File: config.mk
export PLATFORM = sky130hd
export DESIGN_NAME = fetch_pc_ctrl_flat
export DESIGN_NICKNAME = d
export VERILOG_FILES = /design/src/rtl/fetch_pc_ctrl_pkg.sv /design/src/rtl/fetch_pc_ctrl_if.sv /design/src/rtl/fetch_pc_ctrl.sv /design/src/flat_wrapper.sv
export SDC_FILE = /design/constraint.sdc
export NUM_CORES = 1
export LEC_CHECK = 0
export CAP_MARGIN = 20
export CORE_ASPECT_RATIO = 1.1
export CORE_MARGIN = 10
export CORE_UTILIZATION = 46
export CTS_BUF_LIST = sky130_fd_sc_hd__clkbuf_4
export CTS_CLUSTER_SIZE = 16
export DETAILED_ROUTE_END_ITERATION = 8
export PLACE_DENSITY = 0.82
export SLEW_MARGIN = 20
export SYNTH_ARGS = -nofsm -noshare
export SYNTH_HDL_FRONTEND = slang
export SYNTH_SLANG_ARGS = --single-unit
File: constraint.sdc
create_clock -name clk -period 2.89 [get_ports clk]
set_input_delay 0.578 -clock clk [delete_from_list [all_inputs] [get_ports clk]]
set_output_delay 0.578 -clock clk [all_outputs]
set_load 0.005 [all_outputs]
File: src/rtl/fetch_pc_ctrl_pkg.sv
// Shared types and constants for the fetch PC controller.
//   u64 / u32       : plain unsigned vector typedefs
//   PC_RESET        : default first fetch address after reset
//   PCSelectType    : select code driven into the fetch PC mux
//   fetch_state_t   : fetch sequencer states
package fetch_pc_ctrl_pkg;

    typedef logic [63:0] u64;
    typedef logic [31:0] u32;

    localparam u64 PC_RESET = 64'h0000_0000_8000_0000;

    typedef enum logic [1:0] {
        NoNewPC         = 2'd0,
        PC_From_add4    = 2'd1,
        PC_From_add_imm = 2'd2,
        PC_From_jalr    = 2'd3
    } PCSelectType;

    // S_REQ  : request outstanding, result will be kept
    // S_HOLD : instruction held for decode, no request
    // S_DROP : request outstanding, result is stale and will be discarded
    typedef enum logic [1:0] {
        S_REQ  = 2'd0,
        S_HOLD = 2'd1,
        S_DROP = 2'd2
    } fetch_state_t;

endpackage

File: src/rtl/fetch_pc_ctrl_if.sv
// Instruction bus between the fetch PC controller (master) and the
// instruction memory side (slave).
//   ireq_valid : fetch request valid
//   ireq_addr  : fetch address, held until iresp_ok
//   iresp_ok   : one-cycle pulse completing the outstanding request
//   iresp_data : instruction word, valid with iresp_ok
interface fetch_pc_ctrl_if;
    import fetch_pc_ctrl_pkg::*;

    logic ireq_valid;
    u64   ireq_addr;
    logic iresp_ok;
    u32   iresp_data;

    modport master (
        output ireq_valid,
        output ireq_addr,
        input  iresp_ok,
        input  iresp_data
    );

    modport slave (
        input  ireq_valid,
        input  ireq_addr,
        output iresp_ok,
        output iresp_data
    );

endinterface

File: src/rtl/fetch_pc_ctrl.sv
// Fetch PC controller: owns the fetch PC, issues one ibus request at a time,
// hands each returned instruction to decode over if_valid/if_ready, and
// absorbs execute redirects that arrive while a request is in flight (the
// in-flight fetch completes and its data is discarded and counted).
// Ports:
//   clk, reset   : clock, synchronous active-high reset
//   ibus         : instruction bus master (request/data_ok handshake)
//   if_valid/if_pc/if_instr/if_ready : held instruction to decode
//   redir_valid/redir_sel : taken control transfer from execute
//   pc_select/pcplus4/pc_nxt : loop through the external fetch PC mux
//   drop_cnt     : count of fetched-then-discarded instructions (wraps)
module fetch_pc_ctrl
    import fetch_pc_ctrl_pkg::*;
#(
    parameter u64          RESET_PC = PC_RESET,
    parameter int unsigned CNT_W    = 32
) (
    input  logic               clk,
    input  logic               reset,
    fetch_pc_ctrl_if.master    ibus,
    output logic               if_valid,
    output u64                 if_pc,
    output u32                 if_instr,
    input  logic               if_ready,
    input  logic               redir_valid,
    input  PCSelectType        redir_sel,
    output PCSelectType        pc_select,
    output u64                 pcplus4,
    input  u64                 pc_nxt,
    output logic [CNT_W-1:0]   drop_cnt
);

    fetch_state_t      state_q, state_d;
    u64                pc_q, pc_d;
    u64                pend_q, pend_d;
    u32                instr_q, instr_d;
    logic [CNT_W-1:0]  drop_q, drop_d;
    logic              advance;

    always_ff @(posedge clk) begin
        if (reset) begin
            state_q <= S_REQ;
            pc_q    <= RESET_PC;
            pend_q  <= '0;
            instr_q <= '0;
            drop_q  <= '0;
        end else begin
            state_q <= state_d;
            pc_q    <= pc_d;
            pend_q  <= pend_d;
            instr_q <= instr_d;
            drop_q  <= drop_d;
        end
    end

    always_comb begin
        state_d = state_q;
        pc_d    = pc_q;
        pend_d  = pend_q;
        instr_d = instr_q;
        drop_d  = drop_q;

        // A redirect always wins over decode accepting the held instruction.
        advance = (state_q == S_HOLD) && if_ready && !redir_valid && !reset;

        unique case (state_q)
            S_REQ: begin
                if (ibus.iresp_ok && redir_valid) begin
                    pc_d   = pc_nxt;
                    drop_d = drop_q + CNT_W'(1);
                end else if (ibus.iresp_ok) begin
                    instr_d = ibus.iresp_data;
                    state_d = S_HOLD;
                end else if (redir_valid) begin
                    pend_d  = pc_nxt;
                    state_d = S_DROP;
                end
            end
            S_HOLD: begin
                // iresp_ok here is a protocol violation and is ignored.
                if (redir_valid) begin
                    pc_d    = pc_nxt;
                    drop_d  = drop_q + CNT_W'(1);
                    state_d = S_REQ;
                end else if (if_ready) begin
                    pc_d    = pc_nxt;
                    state_d = S_REQ;
                end
            end
            S_DROP: begin
                if (redir_valid) begin
                    pend_d = pc_nxt;
                end
                if (ibus.iresp_ok) begin
                    // A redirect coincident with the stale completion is
                    // newer than anything parked in pend_q.
                    pc_d    = redir_valid ? pc_nxt : pend_q;
                    drop_d  = drop_q + CNT_W'(1);
                    state_d = S_REQ;
                end
            end
            default: begin
                state_d = S_REQ;
            end
        endcase

        if (redir_valid) begin
            pc_select = redir_sel;
        end else if (advance) begin
            pc_select = PC_From_add4;
        end else begin
            pc_select = NoNewPC;
        end
    end

    assign ibus.ireq_valid = (state_q != S_HOLD) && !reset;
    assign ibus.ireq_addr  = pc_q;
    assign if_valid        = (state_q == S_HOLD) && !reset;
    assign if_pc           = pc_q;
    assign if_instr        = instr_q;
    assign pcplus4         = pc_q + 64'd4;
    assign drop_cnt        = drop_q;

endmodule

File: src/flat_wrapper.sv
// flat-port wrapper written by rule: the top's interface ports become plain ports
module fetch_pc_ctrl_flat import fetch_pc_ctrl_pkg::*;
#(
    parameter u64          RESET_PC = PC_RESET,
    parameter int unsigned CNT_W    = 32
)
  (clk, reset, if_valid, if_pc, if_instr, if_ready, redir_valid, redir_sel, pc_select, pcplus4, pc_nxt, drop_cnt, ibus_ireq_valid, ibus_ireq_addr, ibus_iresp_ok, ibus_iresp_data);
  fetch_pc_ctrl_if ibus_i ();
  input  logic clk;
  input  logic reset;
  output logic if_valid;
  output u64 if_pc;
  output u32 if_instr;
  input  logic if_ready;
  input  logic redir_valid;
  input  PCSelectType redir_sel;
  output PCSelectType pc_select;
  output u64 pcplus4;
  input  u64 pc_nxt;
  output logic [CNT_W-1:0] drop_cnt;
  output wire logic [$bits(ibus_i.ireq_valid)-1:0] ibus_ireq_valid;
  output wire logic [$bits(ibus_i.ireq_addr)-1:0] ibus_ireq_addr;
  input wire logic [$bits(ibus_i.iresp_ok)-1:0] ibus_iresp_ok;
  input wire logic [$bits(ibus_i.iresp_data)-1:0] ibus_iresp_data;
  assign ibus_ireq_valid = ibus_i.ireq_valid;
  assign ibus_ireq_addr = ibus_i.ireq_addr;
  assign ibus_i.iresp_ok = ibus_iresp_ok;
  assign ibus_i.iresp_data = ibus_iresp_data;
  fetch_pc_ctrl #(.RESET_PC(RESET_PC), .CNT_W(CNT_W)) u_core (.clk(clk), .reset(reset), .ibus(ibus_i), .if_valid(if_valid), .if_pc(if_pc), .if_instr(if_instr), .if_ready(if_ready), .redir_valid(redir_valid), .redir_sel(redir_sel), .pc_select(pc_select), .pcplus4(pcplus4), .pc_nxt(pc_nxt), .drop_cnt(drop_cnt));
endmodule
== Word level (Yosys, flattened, before mapping) ==
Index checks and enable logic that the tools add are counted.
Word-level totals
  latch bits: 0
  register bits after elaboration: 194
  ROM bits: 0
  bits in writable memories: 0
  memories kept: 0
Operators by class
  magnitude comparators: 0
  eq/ne operators: 10
  reductions and logical operators: 16
  add/subtract/negate cells: 2
  mux-type cells: 22
  bitwise gates (word level): 1
  shift-type cells: 0
  div/mod/pow operators: 0
  $mul: 0
Operator list (number)
  two-way mux 64 bit: 7
  case mux 64 bit (3 select lines): 1
  case mux 64 bit (2 select lines): 1
  two-way mux 32 bit: 3
  case mux 32 bit (3 select lines): 1
  adder 64 x 3 -> 64 bit (second input constant): 1
  adder 32 x 1 -> 32 bit (second input constant): 1
  two-way mux 2 bit: 7
  AND reduction 4 bit: 3
  inequality test 2 bit (second input constant): 4
  logical AND 1 bit: 6
  inequality test 3 bit (second input constant): 2
  case mux 2 bit (3 select lines): 1
  AND reduction 3 bit: 2
  inequality test 2 x 1 -> 1 bit (second input constant): 2
  nonzero test 3 bit: 1
  == test 2 x 1 -> 1 bit (second input constant): 1
  == test 2 bit (second input constant): 1
  zero test 1 bit: 2
  zero test 2 bit: 1
  nonzero test 2 bit: 1
  two-way mux 1 bit: 1
  inverter 1 bit: 1

== Logic depth before layout (Yosys ltp) ==
  depth after elaboration: 6
  depth in mapped cells: 7

== Worst setup path after synthesis ==
Ideal clock, no wire load.
  path type: register -> output
  start: register u_core.pc_q[2], in the netlist u_core.ibus.ireq_addr[2]
  end: output pcplus4[22]
  setup slack: 0.406 ns
  arrival: 1.906 ns
  stages on the path, launching flop included: 7
  path through: dfxtp_1 -> ha_1 -> nand3_1 -> or2_2 -> nor4_1 -> nand3_1 -> xnor2_1
Between the ends
  cells in the longest elaborated chain, start to end: 1
Ends and longest elaborated chain
  start, declared: RTL line fetch_pc_ctrl.sv:34  | u64 pc_q, pc_d;
  start signal, assigned: RTL line fetch_pc_ctrl.sv:49  | pc_q <= pc_d;
  adder 64 x 3 -> 64 bit: RTL line fetch_pc_ctrl.sv:121  | assign pcplus4 = pc_q + 64'd4;
  end, declared: RTL line flat_wrapper.sv:18  | output u64 pcplus4;
No other way between the ends.

== Worst setup path after layout ==
  start: register u_core.pc_q[3], in the netlist u_core.ibus.ireq_addr[3]
  end: output pcplus4[37]
The elaborated chain is that of the path after synthesis.

==> summary.md <==
| Metric | Value |
|---|---|
| Status | `complete, but fails checks` |
| Ys async rst share | `0%` |
| Routed WL | `34.68 mm` |
| Main combinational cell family by area after synthesis | `simple AND/OR/NAND/NOR gates` |
| Top FF cell, synth | `dfxtp_1` |
| Critical setup path kind | `reg -> out` |
| Layout Nets | `1,622` |
| Place WS | `-165.7 ps` |
| Final ANT Viol Nets | `0` |
| Net Count, Synth | `1,252` |
| Starting Density | `47.19%` |
| Arrival time at the worst endpoint | `2700 ps` |
| Critical-path cell list | `buf_6, nand4_1, buf_4, nor4_4, buf_4, nand4_4, buf_8, buf_6, nor2_4, xor2_1, buf_2` |
| Layout cells sized above 1 | `19.91%` |
| GPL Wtd Cong | `0.8989` |
| CTS clk-pin slew, worst paths | `140 ps` |
| Area leader, netlist | `dfxtp_1` |
| First-pass GRT wire length | `51.75 mm` |
| Startpoint Class | `flop` |
| Failing checks | `negative setup slack` |
| Syn_area_per_cell | `8.228 µm²` |
| DRC | `0` |
| Routed len/inst | `19.43 µm` |
| Placed wire-length estimate | `24.29 mm` |
| Synth Area in Simple Gates | `23.60%` |
| GRT overflow | `0` |
| Initial antenna violation count | `4` |
| Crit path time final | `3276 ps` |
| CTS sink cnt | `194` |
| Total track usage | `24.11%` |
| Synth Register Bits | `194` |
| Count of final setup violators | `39` |
| Hold WC Path Type | `reg -> reg` |
| Crit-path max cell delay | `390 ps` |
| Crit path capture type | `output pin` |
| Max-cap viol count | `0` |
| Filler cells | `1,485` |
| Worst Skew | `21.52 ps` |
| F_max | `305.3 MHz` |
| P per Cell Area | `410.1 mW/mm²` |
| I/O Pins | `363` |
| CTS tree | `built` |
| Leak | `5.600 nW` |
| Fin crit share | `113.4%` |
| Routed via count | `9,654` |
| CP Max Fanout | `7` |
| Via density per instance | `5.408` |
| Die height | `170.2 µm` |
| Vias in the first global route | `9,609` |
| Top cell type's share of synthesized area | `41.15%` |
| Xor/xnor cell area share of the yosys netlist | `8.352%` |
| Measured slew at the worst slew-check pin | `945.3 ps` |
| Final hold violations | `0` |
| Clock H-tree levels | `4` |
| Req. time, crit path | `2310 ps` |
| CTS Buf Count | `17` |
| Yosys warning total | `0` |
| Max-slew violations | `0` |
| Synth area leaders | `dfxtp_1 (41%), nand2_1 (9.1%), mux2i_1 (6.9%)` |
| Rel. slew slack | `36.98%` |
| Number of port buffers | `362` |
| Worst IR Drop VDD | `0.2904 mV` |
| Pre-antenna DRT Iters | `5` |
| DIE AREA | `0.02665 mm²` |
| Adder-Cell Fraction of Synth Area | `0.2651%` |
| Post-Synthesis Cells | `1,147` |
| # rows | `54` |
| RSZ-0062 raised after global routing | `true` |
| Clock buffer depth | `2` |
| Die Wd | `156.6 µm` |
| Area growth, synth to finish | `52.04%` |
| Setup ws final | `-385.9 ps` |
| CORE AREA | `0.02000 mm²` |
| Placed inst area | `0.01341 mm²` |
| Worst hold margin | `463.1 ps` |
| Synth Area in Compound Gates | `10.91%` |
| Number of synthesized flops with an enable pin | `0` |
| Sequential area share after synthesis | `41.15%` |
| Largest net degree at the start of global routing | `195` |
| Drt initial violations | `600` |
| Post-route cell area | `0.01435 mm²` |
| Synthesized cell area | `0.009438 mm²` |
| Post-synth cell types | `41` |
| Clk_lat worst skew | `570 ps` |
| Mux cell area share after synthesis | `6.894%` |
| Slowest CP cell | `dfxtp_2` |
| Root buf cell | `clkbuf_4` |
| Final setup TNS | `-6559 ps` |
per-stage QoR:
step,power [mW],util (%),std cells
3_3_place_gp,4.507,67.07,1717
4_1_cts,5.918,70.04,1763
2_1_floorplan,3.647,-,1147
6_report,5.885,71.75,1785
3_5_place_dp,4.550,67.07,1717
5_1_grt,6.167,71.72,1783
kinds of logic after synthesis:
family	count (synthesis)
simple gates	481
fa+ha+maj	2
mux	65
buf+inv	146
flops	194
compound gates	169
xor+xnor	90
final timing paths:
check / slack (ps) / end / cells after the start / from
setup / recovery: -390 / pcplus4[37] / 11 / u_core.ibus.ireq_addr[3]$_SDFFE_PP0P_
hold / removal: 460 / u_core.pend_q[3]$_SDFFE_PP0P_ / 2 / u_core.pend_q[3]$_SDFFE_PP0P_
setup reg to reg: 960 / u_core.drop_cnt[5]$_SDFFE_PP0P_ / 6 / u_core.state_q[1]$_SDFFE_PP0P_
hold reg to reg: 460 / u_core.pend_q[3]$_SDFFE_PP0P_ / 2 / u_core.pend_q[3]$_SDFFE_PP0P_
worst max-delay path: cells and delay by family (launching register included):
kind                   cells  cell delay (ps)
AND/OR/NAND/NOR            4              540
buffers and inverters      6              970
flip-flops                 1              390
XOR/XNOR                   1              220
routing by layer:
| metal | track usage, % | share of wire (%) |
|---|---|---|
| met3 | 9.304 | 9.6 |
| met1 | 24.93 | 35 |
| met5 | 0 | 0 |
| met4 | 11.83 | 3.7 |
| met2 | 41.96 | 51 |
where the power goes:
group | switching, mW | internal [mW] | total (mW) | leakage, nW
Sequential | 0.117 | 2.84 | 2.95 | 1.59
Clock | 0.888 | 0.517 | 1.41 | 0.137
Combinational | 0.700 | 0.825 | 1.53 | 3.87
Total | 1.71 | 4.18 | 5.89 | 5.60
repair_timing:
item / in CTS / in global routing
setup buffers: 17 / 17
setup endpoints to repair: 56 / 55
pin swaps: 26 / 45
resized for setup: 205 / 133
hold buffers: 0 / 0
cell usage in the layout, fill, tap and decap left out, types with 4 or more instances in the layout:
cell type        instances
a211oi_1                64
a21oi_1                 98
and2_1                   6
and3_1                   8
and4_1                   8
buf_12                   9
buf_2                   41
buf_4                   93
buf_6                   26
clkbuf_2                 7
clkbuf_4                19
clkdlybuf4s50_1        304
dfxtp_1                178
dfxtp_2                 15
diode_2                  6
dlygate4sd2_1            4
inv_1                    7
mux2i_1                 65
nand2_1                226
nand3_1                 20
nand3_2                  8
nand3_4                  4
nand4_1                 30
nand4_4                  5
nor2_1                 105
nor2_4                  14
nor3_4                   8
nor4_4                   7
o21ai_0                  4
xnor2_1                 29
xnor2_2                  6
xor2_1                  54
flip-flops by register name, summed over array words and instances, names as in the netlist:
| signal | flops |
|---|---|
| u_core.ibus.ireq_addr | 64 |
| u_core.state_q | 2 |
| u_core.pend_q | 64 |
| u_core.drop_cnt | 32 |
| u_core.if_instr | 32 |
synthesized netlist by cell type, types with 30 or more instances:
library cell	number
nand3_1	30
xor2_1	54
nor2_1	122
nand2_1	228
nand4_1	30
a211oi_1	64
mux2i_1	65
a21oi_1	98
xnor2_1	36
buf_4	67
clkbuf_1	45
dfxtp_1	194
cell type report:
type	instances	area (µm²)	share of cell area, %
multi-input combinational	807	5265	36.69
timing repair buffer	490	4564	31.81
sequential	194	3906	27.22
tap	252	315.3	2.197
clock buffer	19	142.6	0.9941
clock inverter	10	113.9	0.7935
inverter	7	26.28	0.1831
antenna	6	15.01	0.1046
Power figures use the tool's default switching activity.
==> RTL edit 1, RTL diff (same flow settings) <==
`CNT_W` is set to 32 in 2 places; all go to 16.
--- a/src/rtl/fetch_pc_ctrl.sv
+++ b/src/rtl/fetch_pc_ctrl.sv
@@ -14,5 +14,5 @@
 #(
     parameter u64          RESET_PC = PC_RESET,
-    parameter int unsigned CNT_W    = 32
+    parameter int unsigned CNT_W    = 16
 ) (
     input  logic               clk,
--- a/src/flat_wrapper.sv
+++ b/src/flat_wrapper.sv
@@ -3,5 +3,5 @@
 #(
     parameter u64          RESET_PC = PC_RESET,
-    parameter int unsigned CNT_W    = 32
+    parameter int unsigned CNT_W    = 16
 )
   (clk, reset, if_valid, if_pc, if_instr, if_ready, redir_valid, redir_sel, pc_select, pcplus4, pc_nxt, drop_cnt, ibus_ireq_valid, ibus_ireq_addr, ibus_iresp_ok, ibus_iresp_data);
Ports: changed (resized drop_cnt); port bits go from 363 to 347. No check against the original RTL was run, so the function may have changed too.
==> RTL edit 1 against the original RTL <==
The flow still finishes with violations (negative setup slack); design area is 4.9% lower; wire length down 2.5%; worst setup slack improved by 0.071 ns; sequential share of layout area shrank 0.89 points; power fell by 2.4%; global-route usage increased by 0.81 points; sequential cell count down 16; count of clock-buffer cells in the layout decreased by 2; synthesized area down 7.4%; largest power group unchanged.
==> RTL edit 1: results (changes against the original RTL) <==
outcome finished, violations left (unchanged); hpwl dp 22.9 mm (was 24.3 mm); Crit Reg-Reg Endpoint u_core.ibus.ireq_addr[42]$_SDFFE_PP0P_ (was u_core.drop_cnt[5]$_SDFFE_PP0P_); beginning of the worst hold path u_core.pend_q[56]$_SDFFE_PP0P_ (was u_core.pend_q[3]$_SDFFE_PP0P_); Worst-Margin Slew 0.818 ns (was 0.945 ns); vias 9274 (was 9654); max incr delay on CP 0.47 ns (was 0.39 ns); failing checks negative setup slack (unchanged); Worst-path clk slew 0.16 ns (was 0.14 ns); crit path max fanout 4 (was 7); worst reg2reg path startpoint u_core.state_q[1]$_SDFFE_PP0P_ (unchanged); Fill cells 1315 (was 1485); leakage power 5.32 nW (was 5.60 nW); Max VDD drop 286 uV (was 290 uV); Vias/cell 5.42 (was 5.41); Hold Crit Depth 2 (unchanged); total track usage 0.249 (was 0.241); post-CTS setup buffer count 32 (was 17); Synthesis Warnings 0 (unchanged); Post-synth top cells nand2_1 (220), dfxtp_1 (178), nor2_1 (103) (was nand2_1 (228), dfxtp_1 (194), nor2_1 (122)); clk buf depth 2 (unchanged); largest net degree at the start of global routing 179 (was 195); final setup margin -0.315 ns (was -0.386 ns); Area contributors post-synth dfxtp_1 (41%), nand2_1 (9.5%), mux2i_1 (7.4%) (was dfxtp_1 (41%), nand2_1 (9.1%), mux2i_1 (6.9%)); Hold WC Path Type flop to flop (unchanged); gpl congestion 0.852 (was 0.899); Cells after Synth 1076 (was 1147); most numerous cell in the Yosys netlist nand2_1 (unchanged); family with the most delay on the worst path simple AND/OR/NAND/NOR gates (was buffers and inverters); Resize count post-CTS 279 (was 205); layout cells sized above 1 0.215 (was 0.199); WP data arrival 2.63 ns (was 2.70 ns); setup TNS -5.80 ns (was -6.56 ns); Setup-failing EPs final 42 (was 39); Async SR Flop Fraction 0 (unchanged); first-pass GRT wire length 49.3 mm (was 51.8 mm); initial DRC count 748 (was 600); Routed WL 33.8 mm (was 34.7 mm); setup slack, reg-to-reg 0.94 ns (was 0.96 ns); vias in the first global route 9001 (was 9609); Buffers on Ports 346 (was 362); critical path endpoint pcplus4[62] (was pcplus4[37]); initial antenna violation count 5 (was 4); Crit. Startpoint u_core.ibus.ireq_addr[33]$_SDFFE_PP0P_ (was u_core.ibus.ireq_addr[3]$_SDFFE_PP0P_); placed cell count 1632 (was 1717); Syn Nets 1181 (was 1252); Hold Path Sink u_core.pend_q[56]$_SDFFE_PP0P_ (was u_core.pend_q[3]$_SDFFE_PP0P_); H-tree depth 4 (unchanged); clock skew 0.0223 ns (was 0.0215 ns); R2R cell count 4 (was 6); register area share after synthesis 0.408 (was 0.412); slowest cell on the critical path or4b_4 (was dfxtp_2)
## RTL edit 1: per-layer routing
metal	global-route usage	wire [um]	up-vias
met3	0.0816	3620	107
met1	0.274	12200	4322
met5	0	0	-
met4	0.109	1290	0
met2	0.429	16700	494
li1	-	-	4351
## RTL edit 1: through the flow
step / power, W / instance area [sq um] / worst slack [ns] / hold WS, ns / utilization
floorplan: 0.00341 / 8740 / 0.323 / 0.436 / -
global placement: 0.00430 / 12600 / -0.172 / 0.440 / 0.682
detailed placement: 0.00434 / 12600 / -0.255 / 0.446 / 0.682
CTS: 0.00573 / 13400 / -0.365 / 0.465 / 0.721
global route: 0.00598 / 13600 / -0.415 / 0.480 / 0.735
finish: 0.00574 / 13600 / -0.315 / 0.464 / 0.736
## RTL edit 1: logic make-up after synthesis
family,after synthesis,share of synthesized area
muxes,65,0.0745
xor gates and xnor gates,73,0.0732
adders and majority gates,2,0.00286
DFF,178,0.408
buffers and inverters,151,0.0945
and+or+nand+nor,438,0.231
AOI/OAI and AO/OA,169,0.116
## RTL edit 1: cell type report
type / instances / area [sq um] / share of cell area
Timing Repair Buffer: 486 / 4500 / 0.330
Inverter: 18 / 67.6 / 0.00495
Sequential cell: 178 / 3590 / 0.263
Multi-Input combinational cell: 748 / 4880 / 0.358
Antenna cell: 7 / 17.5 / 0.00128
Clock inverter: 13 / 153 / 0.0112
Clock buffer: 17 / 128 / 0.00936
Tap cell: 243 / 304 / 0.0223
## RTL edit 1: report_power, final
group	leakage [nW]	internal (W)	switching [W]
Combinational	3.70	0.000842	0.000728
Clock	0.155	0.000527	0.000923
Sequential	1.47	0.00262	0.000104
## RTL edit 1: tightest hold or removal path, delay by kind of cell (launching register included)
kind | cells | cell delay [ns]
and+or+nand+nor | 1 | 0.05
AOI/OAI and AO/OA | 1 | 0.05
DFF | 1 | 0.33
==> RTL edit 2, RTL diff (config.mk and constraints unchanged) <==
Without the edit above. Encoding of `fetch_state_t`: now one-hot (3 bits for 3 states).
--- a/src/rtl/fetch_pc_ctrl_pkg.sv
+++ b/src/rtl/fetch_pc_ctrl_pkg.sv
@@ -21,8 +21,8 @@
     // S_HOLD : instruction held for decode, no request
     // S_DROP : request outstanding, result is stale and will be discarded
-    typedef enum logic [1:0] {
-        S_REQ  = 2'd0,
-        S_HOLD = 2'd1,
-        S_DROP = 2'd2
+    typedef enum logic [2:0] {
+        S_REQ  = 3'b001,
+        S_HOLD = 3'b010,
+        S_DROP = 3'b100
     } fetch_state_t;
 
Check against the original RTL: same outputs for any inputs over 4 cycles, from zero or initial values and one cycle with reset high; so few cycles prove little.
==> RTL edit 2 against the original RTL <==
The run still ends with negative setup slack left; worst setup slack gained 0.021 ns; largest cell class unchanged; wire length grew 2.1%; sequential cell count increased by 1; count of clock-buffer cells in the layout down 1; hold slack better by 0.0012 ns; synthesized area increased by 1.0%; global-route usage fell by 0.26 points; synthesized cell count up 1.5%; power up 1.9%; design area rose by 1.5%.
==> RTL edit 2: results (changes against the original RTL) <==
outcome finished, violations left (unchanged); failing checks negative setup slack (unchanged); Clock-cell share 0.0198 (was 0.0179); total track usage 0.239 (was 0.241); number of ordinary inverters in the final layout 5 (was 7); Crit Reg-Reg Endpoint u_core.ibus.ireq_addr[44]$_SDFFE_PP0P_ (was u_core.drop_cnt[5]$_SDFFE_PP0P_); initial antenna violation count 5 (was 4); Setup-failing EPs final 39 (unchanged); # diodes 4 (was 6); slowest cell on the critical path or4_4 (was dfxtp_2); register area share after synthesis 0.409 (was 0.412); max incr delay on CP 0.44 ns (was 0.39 ns); final setup margin -0.365 ns (was -0.386 ns); vias 9854 (was 9654); placed cell count 1741 (was 1717); beginning of the worst hold path u_core.if_instr[4]$_SDFFE_PP0P_ (was u_core.pend_q[3]$_SDFFE_PP0P_); Worst-path clk slew 0.16 ns (was 0.14 ns); number of distinct library cells after synthesis 46 (was 41); multi-input gates 817 (was 807); Vias/cell 5.43 (was 5.41); setup TNS -8.98 ns (was -6.56 ns); Hold Path Sink u_core.if_instr[4]$_SDFFE_PP0P_ (was u_core.pend_q[3]$_SDFFE_PP0P_); WP data arrival 2.68 ns (was 2.70 ns); largest net degree at the start of global routing 198 (was 195); vias in the first global route 9414 (was 9609); clock skew 0.0317 ns (was 0.0215 ns); NonClk Buf Share 0.318 (about the same); setup slack, reg-to-reg 0.63 ns (was 0.96 ns); post-layout net count 1646 (was 1622); gpl congestion 0.880 (was 0.899); leakage power 5.55 nW (was 5.60 nW); layout cells sized above 1 0.213 (was 0.199); Max VDD drop 225 uV (was 290 uV); register bit total from synthesis 195 (was 194); Syn Nets 1269 (was 1252); R2R cell count 5 (was 6); Worst-Margin Slew 0.872 ns (was 0.945 ns); clk root buf clkbuf_4 (unchanged); Fill cells 1487 (was 1485); Repair and plain buffers 505 (was 490); first-pass GRT wire length 51.2 mm (was 51.8 mm); per-cell routed wire length 19.5 um (was 19.4 um)
## RTL edit 2: per-stage QoR
stage                     worst slack [ns]  cell area (sq um)  total power, W  hold slack (ns)
after floorplan                      0.295               9540         0.00364            0.433
after global placement             -0.0977              13500         0.00450            0.439
after detailed placement            -0.143              13500         0.00454            0.446
after CTS                           -0.384              14200         0.00600            0.460
after global routing                -0.485              14600         0.00628            0.453
final                               -0.365              14600         0.00600            0.464
## RTL edit 2: timing repair
action / 4_1_cts / 5_1_grt
buffers inserted: 22 / 16
pin swaps: 42 / 40
endpoints found under the setup margin: 55 / 51
resized for setup: 249 / 95
## RTL edit 2: critical path: cells and delay by family, from the launching register on
| family | cells | cell delay (ns) |
|---|---|---|
| flops | 1 | 0.37 |
| simple gates | 4 | 1.20 |
| buf+inv | 3 | 0.42 |
| xor+xnor | 1 | 0.14 |
## RTL edit 2: logic make-up (layout without fill, tap and decap cells)
| logic type | Yosys count | in the layout | share of synthesized area |
|---|---|---|---|
| XOR/XNOR | 88 | 88 | 0.0808 |
| AO/OA/AOI/OAI | 174 | 174 | 0.111 |
| other | 0 | 4 | 0 |
| buffers and inverters | 152 | 542 | 0.0879 |
| multiplexers | 67 | 67 | 0.0706 |
| AND/OR/NAND/NOR | 486 | 486 | 0.238 |
| adder cells (fa/ha/maj) | 2 | 2 | 0.00262 |
| flip-flops | 195 | 195 | 0.409 |
## RTL edit 2: routing by layer
metal	vias up	share of wire	global-route usage
li1	4682	-	-
met5	-	0.00093	0
met3	68	0.089	0.0851
met1	4673	0.37	0.254
met2	427	0.51	0.423
met4	4	0.032	0.0899
## RTL edit 2: how the worst max path moves through the flow
stage                                                       from          end  slack, ns  depth (start not counted)
after global placement    u_core.ibus.ireq_addr[22]$_SDFFE_PP0P_  pcplus4[61]       -0.1                          8
after detailed placement   u_core.ibus.ireq_addr[9]$_SDFFE_PP0P_  pcplus4[46]      -0.14                          7
after floorplan           u_core.ibus.ireq_addr[19]$_SDFFE_PP0P_  pcplus4[61]       0.30                          6
final                     u_core.ibus.ireq_addr[19]$_SDFFE_PP0P_  pcplus4[42]      -0.36                          8
after global routing      u_core.ibus.ireq_addr[19]$_SDFFE_PP0P_  pcplus4[50]      -0.49                          8
after CTS                 u_core.ibus.ireq_addr[11]$_SDFFE_PP0P_  pcplus4[61]      -0.38                         10
## RTL edit 2: power by group
part / switching [W] / leakage (nW) / internal (W) / total, W
combinational: 0.000701 / 3.80 / 0.000830 / 0.00153
sequential: 0.000119 / 1.60 / 0.00285 / 0.00297
clock: 0.000960 / 0.149 / 0.000536 / 0.00150
total: 0.00178 / 5.55 / 0.00422 / 0.00600
